File: src/rtl/i3c_target_daa_responder.sv
// I3C SDR target-side ENTDAA responder: ACKs the 7E/W broadcast and the ENTDAA CCC,
// arbitrates {PID,BCR,DCR} on 7E/R, then accepts a parity-checked dynamic address.
module i3c_target_daa_responder #(
    parameter logic [47:0] P_PID = 48'h0000_0000_0001,
    parameter logic [7:0]  P_BCR = 8'h00,
    parameter logic [7:0]  P_DCR = 8'h00
) (
    input  logic       i_sdr_clk,
    input  logic       i_sdr_rst_n,
    input  logic       i_scl,
    input  logic       i_sda,
    output logic       o_sda_low,
    output logic [6:0] o_dyn_addr,
    output logic       o_addr_valid,
    output logic       o_daa_done,
    output logic       o_arb_lost
);

    localparam logic [63:0] ARB_WORD = {P_PID, P_BCR, P_DCR};

    localparam logic [3:0] S_IDLE    = 4'd0;
    localparam logic [3:0] S_HDR     = 4'd1;
    localparam logic [3:0] S_W_ACK   = 4'd2;
    localparam logic [3:0] S_CCC     = 4'd3;
    localparam logic [3:0] S_WAIT_SR = 4'd4;
    localparam logic [3:0] S_RHDR    = 4'd5;
    localparam logic [3:0] S_R_ACK   = 4'd6;
    localparam logic [3:0] S_ARB     = 4'd7;
    localparam logic [3:0] S_ADDR    = 4'd8;
    localparam logic [3:0] S_A_ACK   = 4'd9;

    logic       scl_q, sda_q;
    logic [3:0] state;
    logic [6:0] cnt;
    logic [7:0] shreg;
    logic       scl_rise, scl_fall, start_det, stop_det;
    logic [7:0] rx_byte;
    logic [5:0] arb_idx, nxt_idx;
    logic       arb_bit, arb_nxt;

    always_comb begin
        scl_rise  = i_scl & ~scl_q;
        scl_fall  = ~i_scl & scl_q;
        start_det = scl_q & i_scl & sda_q & ~i_sda;
        stop_det  = scl_q & i_scl & ~sda_q & i_sda;
        // byte completed by the current SCL rise
        rx_byte   = {shreg[6:0], i_sda};
        arb_idx   = ~cnt[5:0];
        nxt_idx   = ~(cnt[5:0] + 6'd1);
        arb_bit   = ARB_WORD[arb_idx];
        arb_nxt   = ARB_WORD[nxt_idx];
    end

    always_ff @(posedge i_sdr_clk or negedge i_sdr_rst_n) begin
        if (!i_sdr_rst_n) begin
            scl_q        <= 1'b1;
            sda_q        <= 1'b1;
            state        <= S_IDLE;
            cnt          <= '0;
            shreg        <= '0;
            o_sda_low    <= 1'b0;
            o_dyn_addr   <= '0;
            o_addr_valid <= 1'b0;
            o_daa_done   <= 1'b0;
            o_arb_lost   <= 1'b0;
        end else begin
            scl_q      <= i_scl;
            sda_q      <= i_sda;
            o_daa_done <= 1'b0;
            o_arb_lost <= 1'b0;
            if (stop_det) begin
                state     <= S_IDLE;
                cnt       <= '0;
                o_sda_low <= 1'b0;
            end else if (start_det) begin
                cnt       <= '0;
                o_sda_low <= 1'b0;
                state     <= (state == S_WAIT_SR) ? S_RHDR : S_HDR;
            end else begin
                if (scl_rise) shreg <= rx_byte;
                case (state)
                    S_HDR, S_RHDR: if (scl_rise) begin
                        if (cnt == 7'd7) begin
                            cnt <= '0;
                            if (state == S_HDR)
                                state <= (rx_byte == 8'hFC) ? S_W_ACK : S_IDLE;
                            else
                                state <= (rx_byte == 8'hFD && !o_addr_valid) ? S_R_ACK : S_WAIT_SR;
                        end else begin
                            cnt <= cnt + 7'd1;
                        end
                    end
                    S_CCC: if (scl_rise) begin
                        if (cnt == 7'd8) begin
                            cnt   <= '0;
                            state <= (shreg == 8'h07 && i_sda == ~^shreg) ? S_WAIT_SR : S_IDLE;
                        end else begin
                            cnt <= cnt + 7'd1;
                        end
                    end
                    // First fall after the byte pulls SDA low, the second ends the ACK.
                    S_W_ACK, S_R_ACK, S_A_ACK: if (scl_fall) begin
                        if (cnt == 7'd0) begin
                            cnt       <= 7'd1;
                            o_sda_low <= 1'b1;
                        end else begin
                            cnt       <= '0;
                            o_sda_low <= 1'b0;
                            if (state == S_W_ACK) begin
                                state <= S_CCC;
                            end else if (state == S_R_ACK) begin
                                state     <= S_ARB;
                                o_sda_low <= ~ARB_WORD[63];
                            end else begin
                                state        <= S_WAIT_SR;
                                o_addr_valid <= 1'b1;
                                o_daa_done   <= 1'b1;
                            end
                        end
                    end
                    S_ARB: begin
                        if (scl_rise && arb_bit && !i_sda) begin
                            cnt        <= '0;
                            o_sda_low  <= 1'b0;
                            o_arb_lost <= 1'b1;
                            state      <= S_WAIT_SR;
                        end else if (scl_fall) begin
                            if (cnt == 7'd63) begin
                                cnt       <= '0;
                                o_sda_low <= 1'b0;
                                state     <= S_ADDR;
                            end else begin
                                cnt       <= cnt + 7'd1;
                                o_sda_low <= ~arb_nxt;
                            end
                        end
                    end
                    S_ADDR: if (scl_rise) begin
                        if (cnt == 7'd7) begin
                            cnt <= '0;
                            if (i_sda == ~^shreg[6:0]) begin
                                o_dyn_addr <= shreg[6:0];
                                state      <= S_A_ACK;
                            end else begin
                                state <= S_WAIT_SR;
                            end
                        end else begin
                            cnt <= cnt + 7'd1;
                        end
                    end
                    default: ;
                endcase
            end
        end
    end

endmodule
File: config.mk
export PLATFORM = sky130hd
export DESIGN_NAME = i3c_target_daa_responder
export DESIGN_NICKNAME = d
export VERILOG_FILES = /design/src/rtl/i3c_target_daa_responder.sv
export SDC_FILE = /design/constraint.sdc
export NUM_CORES = 1
export LEC_CHECK = 0
export BUFFER_PORTS_ARGS = -buffer_cell sky130_fd_sc_hd__buf_2
export CAP_MARGIN = 20
export CORE_UTILIZATION = 40
export CTS_CLUSTER_SIZE = 25
export DETAILED_ROUTE_END_ITERATION = 16
export GPL_ROUTABILITY_DRIVEN = 1
export MAX_ROUTING_LAYER = met4
export SETUP_SLACK_MARGIN = 0.4
export SLEW_MARGIN = 0
export SYNTH_ARGS = -nofsm -noshare
export SYNTH_HDL_FRONTEND = slang
export SYNTH_SLANG_ARGS = --single-unit
File: constraint.sdc
create_clock -name i_sdr_clk -period 6.42 [get_ports i_sdr_clk]
set_input_delay 0.642 -clock i_sdr_clk [delete_from_list [all_inputs] [get_ports i_sdr_clk]]
set_output_delay 0.642 -clock i_sdr_clk [all_outputs]
set_load 0.01 [all_outputs]
==> summary.txt, run 1 <==
Final layout
  • Ratio of cells with drive above 1 in the final layout: 21.49%
  • FILL cells: just over 500
  • Syn-to-layout area delta: 7.403%
  • Multi-input logic area: 1181 µm²
  • Most frequent cells in the layout: 30 x dfrtp_1, 23 x nand2_1, 22 x o21ai_0
  • Most common cell after layout, fill and taps aside: dfrtp_1
  • Final instance area: approximately 2300 µm²
  • Nets: 239
  • Area occupied by registers: approximately 800 µm²
  • Ant. Diodes: 0
  • Fin util: 44.78%

Drt
  • Drt drc: 0
  • Initial DRC count: 90
  • Antenna Nets Post-Route: 0
  • DR vias: 1614
  • DRT Pass-1 Iters: 4
  • Vias per inst: 5.416
  • Final WL: 4.396 mm
  • Routed WL per cell: 14.75 µm

Logic synthesis
  • Post-synth top area cell: dfrtp_1
  • Yosys cell types: 64
  • Synthesized Nets: 229
  • Yosys Warn Count: 0
  • Cell area after synthesis: 2130 µm²
  • Post-synth top area share: 35.25%
  • Yosys reg bits: 32
  • Synth Flop Type: dfrtp_1
  • Synth area leaders: dfrtp_1 35%, o21ai_0 5.2%, ha_1 4.7%
  • Syn Inst Count: 217
  • EDFF count, synth: 0
  • Syn_area_per_cell: between 9 and 10 µm²
  • Async SR Flop Fraction: 100.0%
  • Sequential cell area fraction in the yosys report: 37.72%

STA
  • Least-Margin Pin Slew: between 900 and 1000 ps
  • Final hold vios: 0
  • Fmax: 0.3699 GHz
  • Slew Limit Fails: 0
  • RSZ-0062 raised after global routing: false
  • Worst slew margin: 35.80%
  • Final hold slack: approximately 400 ps
  • Minimum clock period: 2703 ps
  • Setup-failing EPs final: 0
  • Final Cycle Share: 42.11%
  • Post-Route Skew: 6.281 ps
  • Setup TNS: 0 ps

Setup path
  • Worst r2r src: shreg[2]
  • Crit path max fanout: 16
  • CP Capture Type: register
  • Crit Path Class: in -> reg
  • Worst Path Arrival: approximately 2900 ps
  • Crit start category: primary input
  • R2r setup slk: 3790 ps
  • Reg2reg path depth: 6
  • Worst Path Required: 6590 ps
  • RR Endpoint: o_dyn_addr[1]

Power and ir drop
  • Maximum VDD drop: 146.4 µV
  • PD cells: 364.5 nW/µm²
  • Static leakage: 0.001012 µW

CTS
  • CTS resizes: 0
  • Post-CTS Setup Inserts: 0
  • CTS tree: yes
  • H-tree depth: 2
  • CTS Buffer Depth: 2
  • Clock Sinks: 32
  • Cts hold-fix bufs: 0
  • CTS root buf: clkbuf_8
  • Clk Latency, worst-skew pair: 290 ps
  • Clk slew on worst S/H paths: roughly 70 ps
  • Total clock buffers created by CTS: 5

Job
  • Max-cap violations: 0

Place
  • Final GP Congestion: 0.8945
  • PortBufs: 14
  • Placed Area: 2180 µm²
  • DP Wirelength: 3.119 mm

Floorplanning
  • Cell Rows: 26
  • Die Footprint: ~5600 µm²
  • Die width: 74.97 µm
  • Die height: roughly 75 µm
  • Core box area: 5107 µm²
  • IO Pins: 15
  • Starting Density: about two fifths

GRT
  • Total GRT Usage: between 10% and 20%
  • Vias in the first global route: 1485
  • Initial antenna violation count: 0
  • Largest net degree at the start of global routing: 33
  • Total gr overflow: 0
  • First-pass GRT wire length: 7.486 mm

Hold path
  • HP Class: in -> async

Run status
  • Status: completed
==> routing by layer <==
metal  routed length, µm  GRT usage [%]  up-vias
met5                   0              -        -
li1                    -              -      815
met2                1778          23.42       33
met1                2336          28.03      755
met4                 115          7.757        0
met3                 165          4.819       11
==> worst max-delay path: stages <==
cell and delay (ps):
buf_2 140, nor2b_1 770, a2bb2oi_1 190, o211ai_2 390, nand4_4 160, or2_4 280, mux2_4 290
==> state kept, by name, indices dropped and copies added (netlist names) <==
| signal | count |
|---|---|
| o_arb_lost | 1 |
| o_dyn_addr | 7 |
| o_sda_low | 1 |
| o_addr_valid | 1 |
| sda_q | 1 |
| scl_q | 1 |
| o_daa_done | 1 |
| cnt | 7 |
| state | 4 |
| shreg | 8 |
==> kinds of logic (layout without fill, tap and decap cells) <==
logic type	count (synthesis)	in the layout	synth area share [%]
compound gates	57	57	19.39
simple gates	85	85	23.97
fa+ha+maj	8	8	4.701
buf+inv	21	32	6.816
mux	7	7	3.877
xor+xnor	7	7	3.525
flops	32	32	37.72
==> Yosys cell counts, types with 3 or more instances <==
library cell and number:
buf_6 3, a21oi_1 4, ha_1 8, nor3_1 5, a31oi_1 3, dfrtp_1 30
o31ai_1 3, nand3_1 11, o21ai_0 22, buf_2 3, nor2_1 11, xnor2_1 5
mux2_2 6, or2_2 3, nor2b_1 3, inv_1 10, nor4_1 6, nand2_1 23
nand2b_1 3
==> area by class of cell <==
| cell class | count | area share, % |
|---|---|---|
| inverter | 10 | 1.641 |
| clock inverter | 2 | 1.532 |
| timing repair buffer | 14 | 3.063 |
| multi-input combinational | 164 | 51.64 |
| clock buffer | 6 | 3.173 |
| tap | 70 | 3.829 |
| sequential | 32 | 35.12 |
==> per-stage QoR <==
step                      power (µW)  instances  setup WS [ps]
after floorplan                599.7        217           4100
after global placement         640.5        290           3476
after detailed placement       644.0        290           3431
after CTS                      839.2        298           3711
after global routing           904.0        298           3493
final                          833.6        298           3717
==> how the worst max path moves through the flow <==
stage	from	to	cells after the start
after floorplan	i_sda	state[0]	8
after global placement	i_scl	state[0]	7
final	i_scl	state[0]	7
after global routing	i_scl	state[3]	7
after detailed placement	i_scl	state[0]	7
after CTS	i_scl	state[0]	7
==> report_power, final <==
group	total, µW	leakage (µW)	switching (µW)	internal [µW]
clock	191	0.0000552	75.7	115
sequential	307	0.000410	66.8	240
combinational	336	0.000547	176	160
Power figures use the tool's default switching activity.
==> run 2, diff against run 1 <==
clock period = 2.81 ns   (was 6.42 ns; I/O delays follow)
==> run 2 against run 1 <==
Against the previous run: utilization up 2.2 points; sequential cell count unchanged; sequential share of layout area decreased by 1.5 points; clock-buffer cell count increased by 1.
==> summary.txt, run 2 (same netlist as run 1, synthesis figures left out) <==
Run status
  • Status: completed (unchanged)

Drt
  • Final WL: 4.755 mm (was 4.396 mm)
  • Metal3 WL: 196 µm (was 165 µm)
  • WL met2: 2.079 mm (was 1.778 mm)
  • Routed WL per cell: 15.59 µm (was 14.75 µm)
  • DRT Pass-1 Iters: 4 (unchanged)
  • Initial DRC count: 181 (was 90)
  • Drt drc: 0 (unchanged)
  • WL met1: 2.389 mm (was 2.336 mm)
  • Max Used Layer: met4 (unchanged)
  • Antenna Nets Post-Route: 0 (unchanged)
  • DR vias: 1655 (was 1614)
  • Vias per inst: 5.426 (was 5.416)

Power and ir drop
  • Clock Power Share: 19.8% (was 22.9%)
  • Maximum VDD drop: 337.5 µV (was 146.4 µV)
  • Switching portion of total power: 39.99% (was 38.22%)
  • Cell internal pwr: 1159 µW (was 515.0 µW)
  • Static leakage: 0.001048 µW (was 0.001012 µW)
  • Seq pwr share: 36.8% (about the same)
  • Gate power share: 43.4% (was 40.3%)
  • PD cells: 804.6 nW/µm² (was 364.5 nW/µm²)
  • Psw: 772.2 µW (was 318.6 µW)

Setup path
  • Worst Path Required: 2980 ps (was 6590 ps)
  • Crit Path Class: reg -> reg (was in -> reg)
  • Setup crit start: cnt[0] (was i_scl)
  • Worst Path Arrival: 2500 ps (was 2870 ps)
  • Reg2reg path depth: 8 (was 6)
  • CP delay by family, top: simple AND/OR/NAND/NOR gates (unchanged)
  • Crit path max fanout: 5 (was 16)
  • Crit path to: state[0] (unchanged)
  • Bufs and invs on worst path: 0 (was 1)
  • Worst r2r src: cnt[0] (was shreg[2])
  • Slowest cell on the critical path: dfrtp_1 (was nor2b_1)
  • CP Capture Type: register (unchanged)
  • RR Endpoint: state[0] (was o_dyn_addr[1])
  • CP peak stage delay: 420 ps (was 770 ps)
  • R2r setup slk: 480 ps (was 3790 ps)
  • Cells along the critical path: ha_4 -> ha_1 -> or3b_4 -> o21bai_4 -> a22o_4 -> nand4_4 -> or2_4 -> mux2_4 (was buf_2 -> nor2b_1 -> a2bb2oi_1 -> o211ai_2 -> nand4_4 -> or2_4 -> mux2_4)
  • Crit start category: register (was primary input)
  • Worst path depth: 8 (was 7)

Final layout
  • Most frequent cells in the layout: 28 x dfrtp_1, 23 x nand2_1, 22 x o21ai_0 (was 30 x dfrtp_1, 23 x nand2_1, 22 x o21ai_0)
  • FILL cells: 510 (was 507)
  • Largest registers: shreg: 8 flops, cnt: 7 flops, o_dyn_addr: 7 flops (unchanged)
  • Nets: 246 (was 239)
  • Reg with most FFs: shreg (unchanged)
  • Ant. Diodes: 0 (unchanged)
  • Syn-to-layout area delta: 12.69% (was 7.403%)
  • Ratio of cells with drive above 1 in the final layout: 27.66% (was 21.49%)
  • Max reg flops: 8 (unchanged)
  • Most common cell after layout, fill and taps aside: dfrtp_1 (unchanged)

Place
  • DP Wirelength: 3.235 mm (was 3.119 mm)
  • PortBufs: 14 (unchanged)
  • Final GP Congestion: 0.8197 (was 0.8945)
  • Pre-CTS WS: 294.0 ps (was 3431 ps)

CTS
  • CTS tree: yes (unchanged)
  • Clk slew on worst S/H paths: 70 ps (about the same)
  • CTS Buffer Depth: 2 (unchanged)
  • CTS root buf: clkbuf_8 (unchanged)
  • H-tree depth: 2 (unchanged)
  • Clk Latency, worst-skew pair: 290 ps (about the same)
  • Total clock buffers created by CTS: 5 (unchanged)
  • Clock Sinks: 32 (unchanged)

STA
  • Final Cycle Share: 82.92%
  • RSZ-0062 raised after global routing: true (was false)
  • Fmax: 0.4292 GHz
  • Setup TNS: 0 ps (unchanged)
  • Worst slew margin: 51.33% (was 35.80%)
  • Final hold vios: 0 (unchanged)
  • Least-Margin Pin Slew: 730.1 ps (was 961.0 ps)
  • Minimum clock period: 2330 ps
  • Slew Limit Fails: 0 (unchanged)
  • Post-Route Skew: 4.877 ps (was 6.281 ps)
  • Setup-failing EPs final: 0 (unchanged)
  • Setup ws final: 479.9 ps (was 3717 ps)

GRT
  • Initial antenna violation count: 0 (unchanged)
  • Total gr overflow: 0 (unchanged)
  • Largest net degree at the start of global routing: 33 (unchanged)
  • Total GRT Usage: 18.59% (was 18.76%)
  • First-pass GRT wire length: 7.472 mm (was 7.486 mm)
  • Vias in the first global route: 1504 (was 1485)

Floorplanning
  • Core box area: 5107 µm² (unchanged)
  • IO Pins: 15 (unchanged)
  • Die width: 74.97 µm (unchanged)
  • Die Footprint: 5620 µm² (unchanged)
  • Starting Density: 41.70% (unchanged)
  • Die height: 74.97 µm (unchanged)
  • Cell Rows: 26 (unchanged)

Hold path
  • HP Class: in -> async (unchanged)

Job
  • Max-cap violations: 0 (unchanged)
run 2: cell types whose count changed in the layout (fill, tap and decap cells not counted), moves of 2 or more:
cell / change
dfrtp_1: -2
xnor2_2: +2
dfrtp_2: +2
buf_4: +5
xnor2_1: -2
run 2: per-stage QoR:
| stage | cell area [µm²] | cells | util, % | total power [µW] | hold slack, ps |
|---|---|---|---|---|---|
| floorplan | 2130 | 217 | - | 1370 | -14.59 |
| global placement | 2210 | 294 | 43.26 | 1467 | 377.8 |
| detailed placement | 2210 | 294 | 43.26 | 1469 | 386.5 |
| CTS | 2312 | 302 | 45.27 | 1868 | 72.86 |
| global route | 2400 | 305 | 46.99 | 2062 | 112.4 |
| finish | 2400 | 305 | 46.99 | 1931 | 44.42 |
run 2: worst min path at each step:
stage	end	slack [ps]	depth (start not counted)
after floorplan	cnt[0]	-10	0
after global placement	o_arb_lost	380	1
after detailed placement	o_arb_lost	390	1
after CTS	o_arb_lost	70	1
after global routing	o_addr_valid	110	1
final	o_arb_lost	40	1
run 2: final cells by class:
type	count	area (µm²)	area share, %
Clock buffer	7	86.33	3.597
Tap cell	70	87.58	3.650
Clock inverter	1	7.507	0.3128
Sequential cell	32	805.8	33.58
Inverter	10	37.54	1.564
Multi-Input combinational cell	165	1247	51.98
Timing Repair Buffer	20	127.6	5.318
run 2: worst register-to-register path, delay by kind of cell (launching register included):
kind            cells  cell delay, ps
fa+ha+maj           2             310
compound gates      2             400
mux                 1             290
flops               1             420
simple gates        3             800
run 2: power by group through the flow:
stage               registers [µW]  clock network, µW  logic [µW]
finish                         710                382         838
global route                   727                414         921
CTS                            697                395         776
detailed placement             703                  0         765
global placement               704                  0         763
floorplan                      633                  0         737
run 2: layer usage:
metal | GRT usage [%] | vias to the layer above
li1 | - | 830
met1 | 26.09 | 784
met2 | 25.13 | 32
met3 | 4.016 | 9
met4 | 9.015 | 0
met5 | - | -
run 2: repair_timing:
item | CTS | global route
pin swaps | 0 | 4
setup endpoints to repair | 5 | 13
endpoints found under the hold margin | 0 | 0
resized for setup | 3 | 8
gates cloned | 0 | 1
hold buffers | 0 | 0
setup buffers | 0 | 2
